--- config.mk ---
export PLATFORM = sky130hd
export DESIGN_NAME = store_drain_flat
export DESIGN_NICKNAME = d
export VERILOG_FILES = /design/src/rtl/store_drain_if.sv /design/src/rtl/store_drain.sv /design/src/flat_wrapper.sv
export SDC_FILE = /design/constraint.sdc
export NUM_CORES = 1
export LEC_CHECK = 0
export BUFFER_PORTS_ARGS = -buffer_cell sky130_fd_sc_hd__buf_2
export CAP_MARGIN = 20
export CORE_MARGIN = 2
export CORE_UTILIZATION = 35
export DETAILED_ROUTE_END_ITERATION = 8
export PLACE_DENSITY = 0.65
export SLEW_MARGIN = 20
export SYNTH_ARGS = -nofsm -noshare
export SYNTH_HDL_FRONTEND = slang
export SYNTH_SLANG_ARGS = --single-unit
--- constraint.sdc ---
create_clock -name clk_i -period 2.04 [get_ports clk_i]
set_input_delay 0.612 -clock clk_i [delete_from_list [all_inputs] [get_ports clk_i]]
set_output_delay 0.612 -clock clk_i [all_outputs]
set_load 0.02 [all_outputs]
--- src/rtl/store_drain_if.sv ---
// -----------------------------------------------------------------------------
// store_drain_pkg / store_drain_if
//
// store_drain_pkg : shared types for the store-buffer drain path.
//   cache_access_size_t : BYTE / HALF / WORD access size of a store entry.
//
// store_drain_if  : cache write-request bus between the drain engine and the
//                   data cache.
//   req_valid_o  write request valid            (drain -> cache)
//   req_ready_i  cache accepts the request      (cache -> drain)
//   req_addr_o   word-aligned write address     (drain -> cache)
//   req_data_o   lane-aligned write data        (drain -> cache)
//   req_wmask_o  byte write enables             (drain -> cache)
//   done_i       cache write completed          (cache -> drain)
//   modport master : drain engine side; modport slave : cache side.
// -----------------------------------------------------------------------------
package store_drain_pkg;
  typedef enum logic [1:0] {
    BYTE = 2'b00,
    HALF = 2'b01,
    WORD = 2'b10
  } cache_access_size_t;
endpackage

interface store_drain_if #(
  parameter int ADDR_SIZE = 32,
  parameter int WORD_SIZE = 32
) ();
  logic                   req_valid_o;
  logic                   req_ready_i;
  logic [ADDR_SIZE-1:0]   req_addr_o;
  logic [WORD_SIZE-1:0]   req_data_o;
  logic [WORD_SIZE/8-1:0] req_wmask_o;
  logic                   done_i;

  modport master (
    output req_valid_o, req_addr_o, req_data_o, req_wmask_o,
    input  req_ready_i, done_i
  );

  modport slave (
    input  req_valid_o, req_addr_o, req_data_o, req_wmask_o,
    output req_ready_i, done_i
  );
endinterface

--- src/rtl/store_drain.sv ---
// -----------------------------------------------------------------------------
// store_drain
//
// Drains the oldest store-buffer entry into the data cache, one store at a
// time. Each entry is popped in IDLE, turned into a word-aligned masked write,
// issued on the cache bus (REQ) and then waited on until the cache reports
// completion (WAIT). Misaligned entries are popped and dropped with a pulse.
//
// Ports:
//   clk_i            sole clock, all state changes on posedge
//   reset_n_i        synchronous active-low reset
//   sb_addr_i        oldest store-buffer entry address
//   sb_data_i        oldest store-buffer entry data
//   sb_size_i        oldest store-buffer entry size
//   sb_empty_i       store buffer empty
//   sb_get_o         pop strobe, one cycle per entry
//   hold_i           block new pops (e.g. a load owns the cache)
//   flush_i          drain request, overrides hold_i
//   cache            store_drain_if.master cache write-request bus
//   busy_o           a store is in flight (state != IDLE)
//   drained_o        idle and store buffer empty
//   misaligned_o     one-cycle pulse when a misaligned entry is dropped
//   drained_count_o  completed cache writes, wraps modulo 2^32
//
// Configuration macro STORE_DRAIN_PERF_EN: when defined the completed-write
// counter is built; otherwise drained_count_o is tied to zero.
// Only WORD_SIZE = 32 is supported.
// -----------------------------------------------------------------------------
module store_drain
  import store_drain_pkg::*;
#(
  parameter int ADDR_SIZE = 32,
  parameter int WORD_SIZE = 32
) (
  input  logic                 clk_i,
  input  logic                 reset_n_i,
  input  logic [ADDR_SIZE-1:0] sb_addr_i,
  input  logic [WORD_SIZE-1:0] sb_data_i,
  input  cache_access_size_t   sb_size_i,
  input  logic                 sb_empty_i,
  output logic                 sb_get_o,
  input  logic                 hold_i,
  input  logic                 flush_i,
  store_drain_if.master        cache,
  output logic                 busy_o,
  output logic                 drained_o,
  output logic                 misaligned_o,
  output logic [31:0]          drained_count_o
);

  localparam int MASK_SIZE = WORD_SIZE / 8;

  typedef enum logic [1:0] {
    IDLE = 2'b00,
    REQ  = 2'b01,
    WAIT = 2'b10
  } state_t;

  state_t                 state;
  logic                   req_valid_q;
  logic [ADDR_SIZE-1:0]   req_addr_q;
  logic [WORD_SIZE-1:0]   req_data_q;
  logic [MASK_SIZE-1:0]   req_wmask_q;

  logic [1:0]             lane;
  logic                   pop;
  logic                   misaligned;
  logic [WORD_SIZE-1:0]   data_nxt;
  logic [MASK_SIZE-1:0]   wmask_nxt;

  assign lane = sb_addr_i[1:0];

  // The pop strobe must accompany the entry it consumes, so it is decoded
  // from the current state and inputs rather than registered. Gating with
  // reset_n_i keeps an entry from being lost while reset is held.
  assign pop = reset_n_i && (state == IDLE) && !sb_empty_i && (!hold_i || flush_i);

  // Any size that is not BYTE or HALF is handled as a full word.
  assign misaligned = ((sb_size_i == HALF) && lane[0]) ||
                      ((sb_size_i != BYTE) && (sb_size_i != HALF) && (lane != 2'b00));

  assign sb_get_o     = pop;
  assign misaligned_o = pop && misaligned;

  // Lane placement of the write data and byte enables.
  always_comb begin
    // NOTE: every always_comb output gets a default first so no path leaves
    // it unassigned, which would otherwise infer a latch.
    data_nxt  = sb_data_i;
    wmask_nxt = '1;
    case (sb_size_i)
      BYTE: begin
        wmask_nxt = MASK_SIZE'(1) << lane;
        data_nxt  = WORD_SIZE'(sb_data_i[7:0]) << {lane, 3'b000};
      end
      HALF: begin
        wmask_nxt = MASK_SIZE'(2'b11) << lane;
        data_nxt  = WORD_SIZE'(sb_data_i[15:0]) << {lane, 3'b000};
      end
      default: begin
        wmask_nxt = '1;
        data_nxt  = sb_data_i;
      end
    endcase
  end

  // Drain FSM with registered request outputs; they hold steady in REQ
  // until the cache accepts.
  always_ff @(posedge clk_i) begin
    // NOTE: sequential state is updated with non-blocking assignments so all
    // registers sample pre-edge values regardless of statement order.
    if (!reset_n_i) begin
      state       <= IDLE;
      req_valid_q <= 1'b0;
      req_addr_q  <= '0;
      req_data_q  <= '0;
      req_wmask_q <= '0;
    end else begin
      case (state)
        IDLE: begin
          if (pop && !misaligned) begin
            req_addr_q  <= {sb_addr_i[ADDR_SIZE-1:2], 2'b00};
            req_data_q  <= data_nxt;
            req_wmask_q <= wmask_nxt;
            req_valid_q <= 1'b1;
            state       <= REQ;
          end
        end
        REQ: begin
          if (cache.req_ready_i) begin
            req_valid_q <= 1'b0;
            state       <= WAIT;
          end
        end
        WAIT: begin
          if (cache.done_i) state <= IDLE;
        end
        default: begin
          req_valid_q <= 1'b0;
          state       <= IDLE;
        end
      endcase
    end
  end

  assign cache.req_valid_o = req_valid_q;
  assign cache.req_addr_o  = req_addr_q;
  assign cache.req_data_o  = req_data_q;
  assign cache.req_wmask_o = req_wmask_q;

  assign busy_o    = (state != IDLE);
  assign drained_o = (state == IDLE) && sb_empty_i;

`ifdef STORE_DRAIN_PERF_EN
  logic [31:0] drained_count_q;

  // Counts completed cache writes; wraps naturally at 2^32.
  always_ff @(posedge clk_i) begin
    if (!reset_n_i) begin
      drained_count_q <= '0;
    end else if ((state == WAIT) && cache.done_i) begin
      drained_count_q <= drained_count_q + 32'd1;
    end
  end

  assign drained_count_o = drained_count_q;
`else
  assign drained_count_o = 32'd0;
`endif

endmodule

--- src/flat_wrapper.sv ---
// flat-port wrapper written by rule: the top's interface ports become plain ports
module store_drain_flat import store_drain_pkg::*;
#(
  parameter int ADDR_SIZE = 32,
  parameter int WORD_SIZE = 32
)
  (clk_i, reset_n_i, sb_addr_i, sb_data_i, sb_size_i, sb_empty_i, sb_get_o, hold_i, flush_i, busy_o, drained_o, misaligned_o, drained_count_o, cache_req_valid_o, cache_req_addr_o, cache_req_data_o, cache_req_wmask_o, cache_req_ready_i, cache_done_i);
  store_drain_if #(.ADDR_SIZE(ADDR_SIZE), .WORD_SIZE(WORD_SIZE)) cache_i ();
  input  logic clk_i;
  input  logic reset_n_i;
  input  logic [ADDR_SIZE-1:0] sb_addr_i;
  input  logic [WORD_SIZE-1:0] sb_data_i;
  input  cache_access_size_t sb_size_i;
  input  logic sb_empty_i;
  output logic sb_get_o;
  input  logic hold_i;
  input  logic flush_i;
  output logic busy_o;
  output logic drained_o;
  output logic misaligned_o;
  output logic [31:0] drained_count_o;
  output wire logic [$bits(cache_i.req_valid_o)-1:0] cache_req_valid_o;
  output wire logic [$bits(cache_i.req_addr_o)-1:0] cache_req_addr_o;
  output wire logic [$bits(cache_i.req_data_o)-1:0] cache_req_data_o;
  output wire logic [$bits(cache_i.req_wmask_o)-1:0] cache_req_wmask_o;
  input wire logic [$bits(cache_i.req_ready_i)-1:0] cache_req_ready_i;
  input wire logic [$bits(cache_i.done_i)-1:0] cache_done_i;
  assign cache_req_valid_o = cache_i.req_valid_o;
  assign cache_req_addr_o = cache_i.req_addr_o;
  assign cache_req_data_o = cache_i.req_data_o;
  assign cache_req_wmask_o = cache_i.req_wmask_o;
  assign cache_i.req_ready_i = cache_req_ready_i;
  assign cache_i.done_i = cache_done_i;
  store_drain #(.ADDR_SIZE(ADDR_SIZE), .WORD_SIZE(WORD_SIZE)) u_core (.clk_i(clk_i), .reset_n_i(reset_n_i), .sb_addr_i(sb_addr_i), .sb_data_i(sb_data_i), .sb_size_i(sb_size_i), .sb_empty_i(sb_empty_i), .sb_get_o(sb_get_o), .hold_i(hold_i), .flush_i(flush_i), .cache(cache_i), .busy_o(busy_o), .drained_o(drained_o), .misaligned_o(misaligned_o), .drained_count_o(drained_count_o));
endmodule
======== Yosys cells after proc, flatten, opt, wreduce, memory -nomap -nowiden ========
Cells that the tools add are included.
cells by class
  multiplexer cells ....................... 9
  reduce and logical (&&, ||, !) cells .... 22
  eq/ne operators ......................... 7
  shift-type cells ........................ 4
  bitwise logic cells ..................... 1
operator list
  operator               count
  $pmux W32 S2           1
  $shl A16 B5 Y32        1
  $shl A8 B5 Y32         1
  $logic_and A1 B1 Y1    9
  $pmux W4 S2            1
  $mux W2                3
  $ne A2 B2 Y1 const B   3
  $pmux W2 S3            1
  $reduce_and A3 Y1      2
  $reduce_bool A2 Y1     3
  $eq A2 B1 Y1 const B   2
  $logic_not A2 Y1       2
  $shl A1 B2 Y4 const A  1
  $shl A2 B2 Y4 const A  1
  $logic_not A1 Y1       3
  $pmux W1 S3            1
  $eq A2 B2 Y1 const B   1
  $logic_or A1 B1 Y1     2
  $mux W1                2
  $ne A2 B1 Y1 const B   1
  $reduce_and A2 Y1      1
  $not A1 Y1             1
storage, ports and cells
  input port bits ......................... 73
  word-level logic and storage cells ...... 48
  output and inout port bits .............. 105
  flip-flop bits (word level) ............. 69

======== Logic depth before layout (Yosys ltp) ========
Gate-level depths: netlist (run 1).
  depth after elaboration ................. 8
  mapped depth ............................ 6
  mapped depth without buffers ............ 5

======== Worst setup path after synthesis (run 1) ========
Ideal clock, no wire load.
  path type ............................... in2out
  start ................................... in sb_empty_i
  end ..................................... out misaligned_o
  stages .................................. 5
  setup slack ............................. -0.158 ns
  path buffers ............................ 2
  data arrival time ....................... 1.586 ns
  data required time ...................... 1.428 ns
  cells stage by stage .................... nor4b_2 nand2_1 buf_6 buf_2 nor2_1
between the ends
  cells in the longest elaborated chain, start to end .. 4
ends and longest elaborated chain
  what                               RTL line            RTL
  from (decl)                        flat_wrapper.sv:14  input logic sb_empty_i;
  $logic_not A1 Y1                   store_drain.sv:76   assign pop = reset_n_i && (state == IDLE) && !sb_empty_i && (!hold_i || flush_i);
  $logic_and A1 B1 Y1 (2 in series)  store_drain.sv:76
  $logic_and A1 B1 Y1                store_drain.sv:83   assign misaligned_o = pop && misaligned;
  to (decl)                          flat_wrapper.sv:20  output logic misaligned_o;
No other way between the ends.

======== Final worst setup path (run 1) ========
Ends and elaborated chain as after synthesis.

==> results.md, run 1 <==
* Status: completed
* Peak VDD IR at 0.355 mV
* Stages on worst setup path at 5
* Async S/R FF share, synth at 0
* CTS root buf: clkbuf_8
* Seq/Total Area, Yosys at 0.393
* Worst setup EP type: output port
* Setup WS post-layout at approximately 27 ps
* CP bufs+invs at 2
* Initial antenna violation count at 0
* Post-synth cell types at 34
* Layout cells sized above 1 at 0.360
* RSZ-0062 raised after global routing: yes
* Dpl cell area at 4280 sq um
* Hold Crit Depth at 2
* Most frequent cell after synthesis: a21oi_1
* Largest net degree at the start of global routing at 45
* Die ar. at 10800 sq um
* H-tree Lvls at 3
* WP data required at between 1000 and 1500 ps
* Clock skew at ~9.4 ps
* Initial DRC Count at 201
* Hold_ws at 465 ps
* NumNets Final at roughly 630
* Hpwl dp at 7410 um
* Register area at 1380 sq um
* Worst hold path class: reg2reg
* CP Launch Type: primary input
* Top cell type by total area after synthesis: dfxtp_1
* Setup WS pre-CTS at -23.4 ps
* DR DRC count at 0
* Final antenna diode count at 0
* Syn Area/Cell at 8.30 sq um
* Final ANT Viol Nets at 0
* CTS Hold Bufs at 0
* Critical path, cell by cell: buf_8, nor4b_4, nand2_2, nor2_4, buf_6
* Cell Area, Synth at 3510 sq um
* Final period utilization at 0.987
* Worst reg-to-reg path cell count at 6
* Starting Density at 0.359
* Area grow syn2layout at 31.0%
* Crit Path Max Fanout at 4
* Die height at 104 um
* Vias at 3633
* Post-Layout Cell Count at 692
* TritonRoute pass-1 iters at 5
* Post-synthesis cell count at 423
* Max_cap viols at 0
* Final Hold Viols at 0
* Clock period minus worst slack at 2010 ps
* Most instantiated cells after synthesis: a21oi_1 (85), dfxtp_1 (69), o21ai_0 (40)
* Leading post-synthesis cells by cell area: dfxtp_1 (39%), a21oi_1 (12%), buf_4 (7.5%)
* Final Cell Area at between 4000 and 5000 sq um
* Main flop type after synthesis: dfxtp_1
* # setup viols final at 0
* Placed insts at 675
* Row Count at 36
* Fmax at roughly 0.5 GHz
* First-pass GRT wire length at 17100 um
* Clock Sink Count at 69
* Core area at 9770 sq um
* Pleak at just under 2 nW
* CTS clk-pin slew, worst paths at 70 ps
* Top cell type's share of synthesized area at 0.393
* Synth Warn # at 0
* Gr usage total at 0.193
* Width of the chip at 104 um
* Worst skew pair latency at 340 ps
* Port bufs at 143
* Gpl congestion at 0.756
* Maximum buffer depth of the clock tree at 2
* Critical Path AT at 1400 ps
* Drt wl/cell at between 15 and 20 um
* Gr ovfl total at 0
* Slew Viols, Final at 0
* Vias in the first global route at 3410
* Total Wirelength at 10700 um
* Total Neg Setup Slack at 0 ps
* Vias per std cell at 5.25
* Filler cell count at 1016
* Total CTS buffers at 9
* CP peak stage delay at approximately 280 ps
* Number of synthesized flops with an enable pin at 0
* Critical path's top delay family: simple AND/OR/NAND/NOR gates
* Yosys reg bits at 69
* CTS tree: done
* Multi-input logic area at about 1800 sq um
* CP Class: in2out
* Pwr dens at 801 nW/um^2
* Io pins at 178
* Critical path's slowest cell: nor4b_4
==> report_power, final <==
| group | internal [mW] | total, mW | switching [mW] | leakage [nW] |
|---|---|---|---|---|
| clock | 1.06 | 1.61 | 0.545 | 0.141 |
| sequential | 1.40 | 1.43 | 0.0268 | 0.561 |
| combinational | 0.228 | 0.652 | 0.424 | 1.25 |
| total | 2.69 | 3.69 | 0.997 | 1.95 |
==> worst register-to-register path, stage by stage, from the launching register on <==
cell and delay (ps):
dfxtp_2 360, nor4b_4 280, nand2_2 150, buf_4 240, buf_4 240, o21ai_0 220
a21oi_1 90
==> final timing paths <==
kind              slack (ps)                                     start                                       end
hold reg to reg          460  u_core.cache.req_data_o[24]$_SDFFE_PN0P_  u_core.cache.req_data_o[24]$_SDFFE_PN0P_
setup / recovery          30                                sb_empty_i                              misaligned_o
hold / removal           460  u_core.cache.req_data_o[24]$_SDFFE_PN0P_  u_core.cache.req_data_o[24]$_SDFFE_PN0P_
setup reg to reg         350              u_core.state[1]$_SDFFE_PN0P_  u_core.cache.req_addr_o[25]$_SDFFE_PN0P_
==> layer usage <==
metal	global-route usage	part of all wire
met1	0.253	0.43
met3	0.0620	0.098
met2	0.301	0.46
met4	0.0598	0.017
met5	0	0
==> state kept, by name, indices dropped and copies added, names as in the netlist <==
register,cells
u_core.cache.req_valid_o,1
u_core.cache.req_wmask_o,4
u_core.cache.req_addr_o,30
u_core.state,2
u_core.cache.req_data_o,32
==> repair_timing <==
item                                   4_1_cts  5_1_grt
resized for setup                            3        6
buffers inserted                             1        0
endpoints found under the hold margin        0        0
pin swaps                                    2        3
setup endpoints to repair                    2        2
==> final cells by class <==
type	instances	area share
sequential	69	0.301
multi-input combinational	298	0.383
clock buffer	10	0.0277
inverter	12	0.00979
timing repair buffer	164	0.208
tap	133	0.0362
clock inverter	6	0.0345
==> layout by cell type (no fill, tap or decap), drive strengths merged, types with 2 or more instances in the layout <==
cell type,count
a211oi,24
nand4,8
conb,34
nand2,12
clkbuf,10
dfxtp,69
buf,164
inv,12
a311oi,3
nor2,7
a21oi,86
a222oi,8
o21ai,41
nand3,30
nand2b,2
a2111oi,8
nand3b,17
nor3,2
bufinv,5
nor2b,9
==> kinds of logic (layout without fill, tap and decap cells) <==
family,count (synthesis),in the layout,share of synthesized area
compound gates,174,174,0.309
buf+inv,89,192,0.147
flops,69,69,0.393
other cells,1,34,0.00107
simple gates,90,90,0.150
==> per-stage QoR <==
stage                     power (mW)   util
after global placement          2.09  0.438
after detailed placement        2.10  0.438
after CTS                       3.71  0.468
after floorplan                 1.91      -
final                           3.69  0.471
after global routing            3.84  0.471
Power figures use the tool's default switching activity.
==> inputs of run 2 (changes only) <==
- clock period: 2.04 -> 2.25 ns (I/O delays scaled with it)
==> run 2 against run 1 <==
- sequential power down 9.8%
- critical path type unchanged
- non-clock buffer count down 3
- utilization decreased by 1.8 points
- worst hold slack got worse by 6.6 ps
- clock skew rose by 0.97 ps
- clock power down 42%
- highest routed layer unchanged
- combinational power decreased by 11%
- die area unchanged
- register-to-register slack gained 100 ps
- sequential cell count unchanged
==> results.md, run 2 (synthesis gave the netlist of run 1 again) <==
* WP data required at 1570 ps (+140 ps)
* # setup viols final at 0 (unchanged)
* Clock Sink Count at 69 (unchanged)
* DR DRC count at 0 (unchanged)
* Final Cell Area at 4430 sq um (-3.7%)
* Worst hold path class: reg2reg
* Most common cell after layout, fill and taps aside: buf_2
* Total Neg Setup Slack at 0 ps (unchanged)
* Fmax at 0.457 GHz
* Total CTS buffers at 9 (unchanged)
* Largest net degree at the start of global routing at 60 (+33%)
* Setup slack, reg-to-reg at 450 ps (+100 ps)
* Most frequent cells in the layout: buf_2 (143), a21oi_1 (85), dfxtp_1 (69)
* CTS root buf: clkbuf_8
* Initial antenna violation count at 0 (unchanged)
* R2R Path End: u_core.cache.req_data_o[26]$_SDFFE_PN0P_
* Status: completed
* Dpl cell area at 4230 sq um (-1.1%)
* Vias in the first global route at 3311 (-2.9%)
* CP Launch Type: primary input
* TritonRoute pass-1 iters at 4 (-1)
* H-tree Lvls at 3 (unchanged)
* Hold Crit Depth at 2 (unchanged)
* Clock skew at 10.4 ps (+0.974 ps)
* Die height at 104 um (unchanged)
* Largest register FFs at 32 (unchanged)
* Gpl congestion at 0.843 (+12%)
* Area grow syn2layout at 26.2%
* Final ANT Viol Nets at 0 (unchanged)
* Layout cells sized above 1 at 0.354 (-0.00525)
* Worst reg-to-reg path cell count at 6 (unchanged)
* Slew Viols, Final at 0 (unchanged)
* Drt wl/cell at 15.4 um (about the same)
* Total Wirelength at 10600 um (-0.48%)
* Critical Path AT at 1510 ps (+110 ps)
* First-pass GRT wire length at 16600 um (-3.0%)
* Pwr dens at 632 nW/um^2 (-21%)
* CP peak stage delay at 280 ps (about the same)
* Hold_ws at 458 ps (-6.61 ps)
* Max_cap viols at 0 (unchanged)
* Clock period minus worst slack at 2190 ps
* Io pins at 178 (unchanged)
* Maximum buffer depth of the clock tree at 2 (unchanged)
* Critical path, cell by cell: buf_2, nor4b_4, nand2_2, nor2_2, buf_2
* Most frequent cell on the critical path: buf_2
* Row Count at 36 (unchanged)
* Final Hold Viols at 0 (unchanged)
* NumNets Final at 624 (-0.48%)
* CTS clk-pin slew, worst paths at 90 ps (+20 ps)
* Final antenna diode count at 0 (unchanged)
* Die ar. at 10800 sq um (unchanged)
* Critical path's slowest cell: nor4b_4
* Port bufs at 143 (unchanged)
* Final period utilization at 0.972
* Starting Density at 0.359 (unchanged)
* Core area at 9770 sq um (unchanged)
* Worst skew pair latency at 340 ps (about the same)
* Pleak at 1.87 nW (-4.0%)
* Hpwl dp at 7330 um (-1.1%)
* Width of the chip at 104 um (unchanged)
* Worst Hold End: u_core.cache.req_data_o[30]$_SDFFE_PN0P_
* CP Class: in2out
* Peak VDD IR at 0.243 mV (-31%)
* Vias at 3565 (-1.9%)
* Vias per std cell at 5.17 (-1.4%)
* Crit Path Max Fanout at 5 (+1)
* Initial DRC Count at 205 (+2.0%)
* Gr ovfl total at 0 (unchanged)
* CTS tree: done
* Startpoint of the worst hold path: u_core.cache.req_data_o[30]$_SDFFE_PN0P_
* Gr usage total at 0.185 (-0.00729)
* Reg2reg start: u_core.state[1]$_SDFFE_PN0P_
* Worst setup EP type: output port
-- run 2: worst max path at each step --
stage,start,endpoint,slack [ps],cells after the start
floorplan,sb_empty_i,misaligned_o,7,5
global placement,sb_empty_i,misaligned_o,100,5
detailed placement,sb_empty_i,misaligned_o,100,5
CTS,sb_empty_i,misaligned_o,90,5
global route,sb_empty_i,misaligned_o,-20,5
finish,sb_empty_i,misaligned_o,60,5
-- run 2: where the power goes --
part	total (mW)	switching [mW]	leakage (nW)	internal (mW)
logic	0.579	0.384	1.22	0.195
registers	1.29	0.0249	0.560	1.27
clock network	0.929	0.503	0.0880	0.426
total	2.80	0.911	1.87	1.89
-- run 2: stage by stage --
step	instances	power [mW]	utilization	setup WS (ps)
floorplan	456	1.73	-	6.67
global placement	671	1.88	0.433	96.3
detailed placement	671	1.89	0.433	102
CTS	687	2.82	0.451	92.6
global route	689	2.94	0.453	-15.3
finish	689	2.80	0.453	62.5
-- run 2: cell type report --
class	instances	area, sq um
Clock buffer	10	138
Clock inverter	6	38.8
Fill cell	1027	5350
Inverter	12	45.0
Multi-Input combinational cell	298	1760
Sequential cell	69	1380
Tap cell	133	166
Timing Repair Buffer	161	901
-- run 2: metal layers --
layer  share of wire  GRT usage  vias up
li1                -          -     1729
met1            0.43      0.240     1670
met2            0.47      0.294      151
met3           0.084     0.0576       15
met4           0.016     0.0589        0
met5               0          0        -
-- run 2: what timing repair did --
action,CTS,global route
hold buffers,0,0
buffers inserted,0,2
setup endpoints to repair,0,1
gates resized for setup,0,1
-- run 2: critical path: cells and delay by family --
family | cells | cell delay (ps)
buffers and inverters | 2 | 290
AND/OR/NAND/NOR | 3 | 540
